`config.mk`:
```
export PLATFORM = sky130hd
export DESIGN_NAME = hash_avalon_frontend
export DESIGN_NICKNAME = d
export VERILOG_FILES = /design/src/rtl/hash_avalon_frontend.sv
export SDC_FILE = /design/constraint.sdc
export NUM_CORES = 1
export LEC_CHECK = 0
export ABC_AREA = 1
export CAP_MARGIN = 20
export CELL_PAD_IN_SITES_DETAIL_PLACEMENT = 0
export CELL_PAD_IN_SITES_GLOBAL_PLACEMENT = 1
export CORE_AREA = 8 8 323 325
export CTS_BUF_LIST = sky130_fd_sc_hd__clkbuf_8
export DETAILED_ROUTE_END_ITERATION = 8
export DIE_AREA = 0 0 331 333
export PLACE_DENSITY = 0.82
export SLEW_MARGIN = 0
export SYNTH_ARGS = -nofsm -noshare
export SYNTH_HDL_FRONTEND = slang
export SYNTH_SLANG_ARGS = --single-unit
```
`constraint.sdc`:
```
create_clock -name clk -period 2.1 [get_ports clk]
set_input_delay 0.42 -clock clk [delete_from_list [all_inputs] [get_ports clk]]
set_output_delay 0.42 -clock clk [all_outputs]
set_load 0.01 [all_outputs]
```
`src/rtl/hash_avalon_frontend.sv`:
```
// Avalon-MM register front end for a block hash core.
// Software writes message words into a block buffer through the DATA register,
// closes a message with CTRL.LAST, and reads the digest back once the core
// returns it. Build option: define HASH_FRONTEND_IRQ_EN to add an irq output
// raised when a digest becomes available (mirrored in STATUS bit 4).
module hash_avalon_frontend #(
    parameter int BLOCK_WORDS  = 16,
    parameter int DIGEST_WORDS = 8
) (
    input  logic                      clk,
    input  logic                      reset_n,
    input  logic [3:0]                address,
    input  logic [31:0]               writedata,
    input  logic [3:0]                byteenable,
    input  logic                      write,
    input  logic                      read,
    input  logic                      chipselect,
    output logic [31:0]               readdata,
    output logic [32*BLOCK_WORDS-1:0] blk_data,
    output logic                      blk_last,
    output logic                      blk_valid,
    input  logic                      blk_ready,
    input  logic [32*DIGEST_WORDS-1:0] dig_data,
    input  logic                      dig_valid
`ifdef HASH_FRONTEND_IRQ_EN
    ,
    output logic                      irq
`endif
);

    typedef enum logic [1:0] {
        S_FILL     = 2'd0,
        S_ISSUE    = 2'd1,
        S_WAIT_DIG = 2'd2,
        S_DONE     = 2'd3
    } state_t;

    localparam logic [7:0] LAST_IDX = 8'(BLOCK_WORDS - 1);
    localparam logic [7:0] FULL_CNT = 8'(BLOCK_WORDS);

    state_t      state_q, state_d;
    logic [7:0]  count_q, count_d;
    logic        blk_last_q, blk_last_d;
    logic        ovf_q, ovf_d;
    logic [31:0] readdata_q;
    logic [31:0] buf_q [BLOCK_WORDS];
    logic [31:0] digest_q [DIGEST_WORDS];
    logic [31:0] dig_pad [8];

    logic        wr_acc, rd_acc, data_wr, ctrl_wr, clear_req;
    logic        buf_wr, buf_clr, dig_cap;
    logic [31:0] wdata_masked;
    logic [31:0] status_word;
    logic [31:0] rd_data;
    logic        irq_bit;

    assign wr_acc    = chipselect & write;
    assign rd_acc    = chipselect & read;
    assign data_wr   = wr_acc && (address == 4'h8);
    assign ctrl_wr   = wr_acc && (address == 4'h9);
    assign clear_req = ctrl_wr && writedata[1];

    // Disabled byte lanes are stored as zero rather than left unchanged.
    for (genvar gi = 0; gi < 4; gi++) begin : g_lane
        assign wdata_masked[8*gi +: 8] = byteenable[gi] ? writedata[8*gi +: 8] : 8'h00;
    end

    // Next-state logic: buffer fill, block issue, digest wait; CLEAR overrides all.
    always_comb begin
        state_d    = state_q;
        count_d    = count_q;
        blk_last_d = blk_last_q;
        ovf_d      = ovf_q;
        buf_wr     = 1'b0;
        buf_clr    = 1'b0;
        dig_cap    = 1'b0;
        case (state_q)
            S_FILL: begin
                if (data_wr) begin
                    buf_wr  = 1'b1;
                    count_d = count_q + 8'd1;
                    if (count_q == LAST_IDX) begin
                        state_d    = S_ISSUE;
                        blk_last_d = 1'b0;
                    end
                end else if (ctrl_wr && writedata[0]) begin
                    state_d    = S_ISSUE;
                    blk_last_d = 1'b1;
                end
            end
            S_ISSUE: begin
                if (data_wr) ovf_d = 1'b1;
                if (blk_ready) begin
                    buf_clr = 1'b1;
                    count_d = 8'd0;
                    state_d = blk_last_q ? S_WAIT_DIG : S_FILL;
                end
            end
            S_WAIT_DIG: begin
                if (data_wr) ovf_d = 1'b1;
                if (dig_valid) begin
                    dig_cap = 1'b1;
                    state_d = S_DONE;
                end
            end
            S_DONE: begin
                // count is zero here (cleared at handshake), so this lands in word 0
                if (data_wr) begin
                    buf_wr  = 1'b1;
                    count_d = count_q + 8'd1;
                    state_d = S_FILL;
                end
            end
            default: state_d = S_FILL;
        endcase
        if (clear_req) begin
            state_d    = S_FILL;
            count_d    = 8'd0;
            blk_last_d = 1'b0;
            ovf_d      = 1'b0;
            buf_wr     = 1'b0;
            buf_clr    = 1'b1;
            dig_cap    = 1'b0;
        end
    end

    // Control state registers.
    always_ff @(posedge clk or negedge reset_n) begin
        if (!reset_n) begin
            state_q    <= S_FILL;
            count_q    <= 8'd0;
            blk_last_q <= 1'b0;
            ovf_q      <= 1'b0;
        end else begin
            state_q    <= state_d;
            count_q    <= count_d;
            blk_last_q <= blk_last_d;
            ovf_q      <= ovf_d;
        end
    end

    // Block buffer, one register per word, written at the current fill index.
    for (genvar gi = 0; gi < BLOCK_WORDS; gi++) begin : g_buf
        localparam logic [7:0] IDX = 8'(gi);
        always_ff @(posedge clk or negedge reset_n) begin
            if (!reset_n) begin
                buf_q[gi] <= 32'd0;
            end else if (buf_clr) begin
                buf_q[gi] <= 32'd0;
            end else if (buf_wr && (count_q == IDX)) begin
                buf_q[gi] <= wdata_masked;
            end
        end
        assign blk_data[32*gi +: 32] = buf_q[gi];
    end

    // Digest capture registers, loaded only on the strobe accepted in WAIT_DIG.
    for (genvar gi = 0; gi < DIGEST_WORDS; gi++) begin : g_dig
        always_ff @(posedge clk or negedge reset_n) begin
            if (!reset_n) begin
                digest_q[gi] <= 32'd0;
            end else if (dig_cap) begin
                digest_q[gi] <= dig_data[32*gi +: 32];
            end
        end
    end

    // Digest window is always eight words wide; missing words read as zero.
    for (genvar gi = 0; gi < 8; gi++) begin : g_pad
        if (gi < DIGEST_WORDS) begin : g_real
            assign dig_pad[gi] = digest_q[gi];
        end else begin : g_zero
            assign dig_pad[gi] = 32'd0;
        end
    end

`ifdef HASH_FRONTEND_IRQ_EN
    logic irq_q, irq_d;

    // Interrupt: raised on entry to DONE, cleared by a STATUS read or CLEAR.
    always_comb begin
        irq_d = irq_q;
        if (rd_acc && (address == 4'hA)) irq_d = 1'b0;
        if ((state_q != S_DONE) && (state_d == S_DONE)) irq_d = 1'b1;
        if (clear_req) irq_d = 1'b0;
    end

    // Interrupt register.
    always_ff @(posedge clk or negedge reset_n) begin
        if (!reset_n) irq_q <= 1'b0;
        else          irq_q <= irq_d;
    end

    assign irq     = irq_q;
    assign irq_bit = irq_q;
`else
    assign irq_bit = 1'b0;
`endif

    assign status_word = {16'b0, count_q, 3'b0, irq_bit, ovf_q,
                          (count_q == FULL_CNT), (state_q == S_DONE),
                          ((state_q == S_ISSUE) || (state_q == S_WAIT_DIG))};

    // Register-map read decode.
    always_comb begin
        rd_data = 32'd0;
        if (address[3] == 1'b0) begin
            rd_data = dig_pad[address[2:0]];
        end else if (address == 4'hA) begin
            rd_data = status_word;
        end
    end

    // Read data register: loads on a read access, holds otherwise.
    always_ff @(posedge clk or negedge reset_n) begin
        if (!reset_n)    readdata_q <= 32'd0;
        else if (rd_acc) readdata_q <= rd_data;
    end

    assign readdata  = readdata_q;
    assign blk_valid = (state_q == S_ISSUE);
    assign blk_last  = blk_last_q;

endmodule

```
# Word-level counts from Yosys, hierarchy flattened

Index checks and enable logic that the tools add are counted.

Register bits after elaboration: 812
Bits of input ports: 303
Logic and storage cells: 184

Eq/ne operators: 29
$lt $le $gt $ge: 1
Bitwise logic cells: 3
Multiplexer cells: 71
Reductions and logical operators: 50
$add $sub $neg: 1

Operators by type and width:

| kind                | count |
|---|---|
| $mux 32             | 35 |
| $bmux 32 s3         | 1 |
| $eq 8x4->1 const B  | 8 |
| $mux 8              | 7 |
| $reduce_bool 2->1   | 19 |
| $eq 8x3->1 const B  | 4 |
| $logic_and 1x1->1   | 20 |
| $mux 1              | 17 |
| $eq 8x2->1 const B  | 2 |
| $mux 16             | 1 |
| $mux 2              | 8 |
| $pmux 8 s2          | 1 |
| $eq 4x4->1 const B  | 3 |
| $ne 3x1->1 const B  | 3 |
| $add 8x1->8 const B | 1 |
| $eq 8x1->1 const B  | 1 |
| $eq 8x5->1 const B  | 1 |
| $logic_not 8->1     | 1 |
| $ne 4x4->1 const B  | 2 |
| $pmux 2 s4          | 1 |
| $ne 3x3->1 const B  | 2 |
| $reduce_and 3->1    | 2 |
| $reduce_bool 3->1   | 2 |
| $reduce_and 5->1    | 1 |
| 9 further kinds     | 12 |

# Depth between registers and ports, before layout

Word-level depth: 8
Mapped depth: 11

# Least setup slack after synthesis

OpenSTA, ideal clock, no wires.

Path type: register to register
Start point: reg state_q[0]
End point: reg buf_q (netlist bit blk_data[486])
Required time: 2.034 ns
Data arrival time: 1.797 ns
Path slack: 0.237 ns
Period minus slack after synthesis: 1.863 ns
Setup time: 0.066 ns
Stages on the path, launching flop included: 10
Cells stage by stage: dfrtp_1 inv_1 ha_1 inv_1 nand2_4 nor2_4 nor2_1 buf_2 nand2_1 nand2_1

Cells in the longest elaborated chain, start to end: 6

Ends and longest elaborated chain:

| element                                       | line | text |
|---|---|---|
| start, declared                               | 41   | `state_t state_q, state_d;` |
| start signal, assigned                        | 135  | `state_q <= state_d;` |
| $eq 2x2->1 or $logic_not 2->1 (tied branches) | 77   | `case (state_q)` |
| $reduce_or 2->1 (no line)                     | --   |  |
| $mux 1                                        | --   |  |
| $mux 1                                        | 116  | `if (clear_req) begin` |
| $logic_and 1x1->1                             | 150  | `end else if (buf_wr && (count_q == IDX)) begin` |
| $reduce_bool 2->1 (no line)                   | --   |  |
| end signal, assigned by index                 | 151  | `buf_q[gi] <= wdata_masked;` |
| end, declared                                 | 46   | `logic [31:0] buf_q [BLOCK_WORDS];` |

Several ways; a longest one is shown, not always the timed one.
A chain may end at the register's enable or synchronous reset.

# Worst setup path after layout

Start point: reg buf_q (netlist bit blk_data[472])
End point: out blk_data[472]

RTL lines:

| element       | line | text |
|---|---|---|
| end, declared | 19   | `output logic [32*BLOCK_WORDS-1:0] blk_data,` |

No word-level cell between the ends.

==> results.txt <==
* Initial cell density of the core: 35.5%
- Yosys mapped the design onto 26 distinct sky130hd cell types.
* Number of top-level design ports: 849
- Power spread over the standard cell area amounts to 891 nW/um2.
- Number of buffers added on ports: 848
- Setup Viol. Count Final: 0
* Multiplexer share of the synthesized area: 0%
- Post-route ant nets: 0
- Share of the yosys chip area belonging to registers: 57.6%
- After clock tree synthesis, the clock-pin slew on the worst setup and hold paths is 0.06 ns.
* Worst hold slack across all endpoints: 0.130 ns
- Entering global routing, the biggest net connects 136 pins.
- Gate count of the mapped netlist: 4158
- The total count of hold-check failures in the final report was 0.
- The total area inside the core boundary comes to 99300 um2.
- By area, the combinational part of the netlist is dominated by simple AND/OR/NAND/NOR gates.
- Normalized max-slew margin: 60.5%
- Top achievable clock speed: 0.492 GHz
- Post-synthesis share of cell area spent on and, or, nand and nor gates: 27.9%
- For the worst setup path, the data required time is 1.68 ns.
- The worst setup path is of the reg2out kind.
- At the pin with the least slew margin, the transition time is 0.593 ns.
- The synthesized netlist devotes 0.0497% of its cell area to XOR and XNOR gates.
* Most used cells in the layout excluding fill and tap cells: sky130_fd_sc_hd__nand2_1 (1118), sky130_fd_sc_hd__nand3_1 (955), sky130_fd_sc_hd__dfrtp_1 (803)
- Commonest non-fill, non-tap cell in the layout: sky130_fd_sc_hd__nand2_1
* Maximum level of the CTS H-tree: 4
- The floorplan step defined a die boundary enclosing 110000 um2.
* Post-route worst setup slack: 0.0660 ns
- The congestion estimate from routability-driven global placement came to 0.895.
- DRC errors left: 0
* Critical-path top delay cell: sky130_fd_sc_hd__dfrtp_1
- During synthesis, Yosys emitted a total of 0 warnings.
* Number of core rows: 116
- The critical path goes through dlygate4sd2_1.
- The tool flagged a number of max-cap violations equal to 0.
- The clock period could shrink to 2.03 ns.
* Final HPWL from detailed placement: 113 mm
* Hold wc startpoint: dig_data[87]
* Syn-to-layout area delta: 40.6%
- In this design, the largest share of critical-path delay is due to flip-flops.
* Wire length of the first global-routing pass: 225 mm
- Aggregate routed wire length: 155 mm
- Timing analysis after detailed placement gives a worst setup slack of -0.555 ns.
- Dividing the detail-routed via count by the number of cells gives 5.18.
- GR Util All Layers: 27.3%
- Dividing the final minimum period by the clock period gives 96.9%.
- After the first detailed-routing iteration, the DRC count stood at 3441.
- Of the total synthesized cell area, the portion taken by full adders, half adders and majority gates is 0.355%.
* Class of the tightest hold or removal check: in2reg
* Leftover overflow at the end of global routing: 0
- The tree built by TritonCTS fans out to 812 sinks.
* Placed Cells incl. Taps: 6208
- Vias in the first global route: 32800
* Buffer type at the clock tree root: sky130_fd_sc_hd__clkbuf_8
- The startpoint identified for the worst register-to-register timing path is count_q[6].
- The die is 333 um tall.
- The synthesized netlist devotes 6.20% of its cell area to compound gates.
- Buffers inserted during clock tree synthesis total 145.
* Layout fillers: 9684
* Arrival time of data at the critical path endpoint: 1.61 ns
- Type of element launching the critical path: flop
- STA classifies the critical path endpoint as an output pin.
* Syn Area/Cell: 8.48 um2
- Non-filler cells in the finished layout: 6476
* Wirelength per Cell: 24.0 um
* Post-synthesis cell area: 35300 um2
- P_leak: 28.1 nW
* Outcome: finished clean
* Total buffers and inverters traversed by the critical path: 1
* CTS tree: done
* Proportion of layout cells with a drive suffix above 1: 10.1%
- Final-report max-slew violation count: 0
- Critical-path maximum fanout: 2
- Final design utilization: 49.9%
- Initial antenna violation count: 18
- Across the VDD grid, the largest voltage drop is 0.560 mV.
* Worst Clk Skew: 0.0385 ns
- Number of storage elements in the synthesis netlist: 812
* Total Nets Final: 5383
- The number of nets handed over by synthesis was 4471.
- Critical path's largest stage delay: 0.44 ns
* Detailed-routing iteration count for the pre-antenna-repair pass: 6
- Worst setup startpoint: blk_data[472]
* Insertion delay of the later-clocked pin in the worst-skew pair: 0.84 ns
- RSZ-0062 raised after global routing: yes
* Routed vias: 33500
- Max Root-Sink Buffers: 3
* Die X: 331 um
-- path summary, 6_finish.rpt --
| check | cells past startpoint | slack [ns] | to |
|---|---|---|---|
| setup / recovery | 1 | 0.07 | blk_data[472] |
| hold / removal | 3 | 0.13 | dig_pad[183] |
| setup reg to reg | 12 | 0.11 | blk_data[176] |
| hold reg to reg | 2 | 0.46 | blk_data[220] |
| max in group asynchronous | 4 | 1.07 | blk_data[503] |
| min in group asynchronous | 2 | 0.14 | state_q[1] |
-- cell type report --
cell class | instances | area (um2) | area share, %
Antenna cell | 7 | 17.5 | 0.0353
Clock buffer | 183 | 2520 | 5.08
Clock inverter | 65 | 444 | 0.896
Inverter | 346 | 1310 | 2.63
Multi-Input combinational cell | 2666 | 12200 | 24.7
Sequential cell | 812 | 20300 | 41.0
Tap cell | 1298 | 1620 | 3.28
Timing Repair Buffer | 1099 | 11100 | 22.4
-- what timing repair did --
item / CTS / global route
setup buffers: 6 / 6
gates resized for setup: 578 / 10
pin swaps: 2 / 2
hold buffers: 1 / 0
endpoints found under the setup margin: 633 / 64
hold endpoints to repair: 367 / 0
-- state kept, by name (all words and copies together) (netlist names) --
register,flops
blk_data,512
state_q,2
readdata,32
ovf_q,1
blk_last,1
count_q,8
dig_pad,256
-- kinds of logic (layout without fill, tap and decap cells) --
group                    count (synthesis)  after routing
AND/OR/NAND/NOR                       2243           2243
XOR/XNOR                                 2              2
flip-flops                             812            812
buffers and inverters                  680           1693
AO/OA/AOI/OAI                          411            411
other                                    0              7
adder cells (fa/ha/maj)                 10             10
-- synthesized netlist by cell type --
cell                          n  area, um2
sky130_fd_sc_hd__nor2_2       6       37.5
sky130_fd_sc_hd__ha_1        10        125
sky130_fd_sc_hd__o211ai_1    49        368
sky130_fd_sc_hd__a21oi_1    146        731
sky130_fd_sc_hd__nor3b_1      1       7.51
sky130_fd_sc_hd__nor2_1     114        428
sky130_fd_sc_hd__buf_1       32        120
sky130_fd_sc_hd__clkbuf_1   126        473
sky130_fd_sc_hd__o21ai_0    214       1070
sky130_fd_sc_hd__nand3_2      9       90.1
sky130_fd_sc_hd__buf_4        4       30.0
sky130_fd_sc_hd__o21ai_2      1       8.76
sky130_fd_sc_hd__clkinv_1     1       3.75
sky130_fd_sc_hd__buf_2      172        861
sky130_fd_sc_hd__nand3_1    955       4780
sky130_fd_sc_hd__nor2_4      11        124
sky130_fd_sc_hd__inv_2       16       60.1
sky130_fd_sc_hd__nand2_1   1118       4200
sky130_fd_sc_hd__xor2_1       2       17.5
sky130_fd_sc_hd__or2_2        1       6.26
sky130_fd_sc_hd__a22oi_1      1       7.51
sky130_fd_sc_hd__inv_1      329       1230
sky130_fd_sc_hd__nor3_1       7       35.0
sky130_fd_sc_hd__nand2_4      1       11.3
sky130_fd_sc_hd__nand4_1     20        125
sky130_fd_sc_hd__dfrtp_1    812      20300
-- layer usage --
layer	vias up	global-route usage, %	part of all wire [%]
li1	15300	-	-
met1	16200	32.4	37
met2	1652	44.6	47
met3	358	8.82	10
met4	16	13.5	5.4
met5	-	0	0.072
-- power by group --
group	internal (mW)	leakage, nW	switching [mW]
Combinational	3.46	15.6	6.06
Clock	8.34	1.69	6.91
Sequential	18.1	10.8	1.29
Total	29.9	28.1	14.3
-- through the flow --
stage	area, um2	total power [mW]	TNS (ns)
after floorplan	35300	24.6	0
after global routing	49600	46.5	-0.152
after CTS	49500	44.4	-0.0594
after global placement	47100	29.0	-238.29
after detailed placement	47100	29.3	-255.11
final	49600	44.2	0
Power figures use the tool's default switching activity.
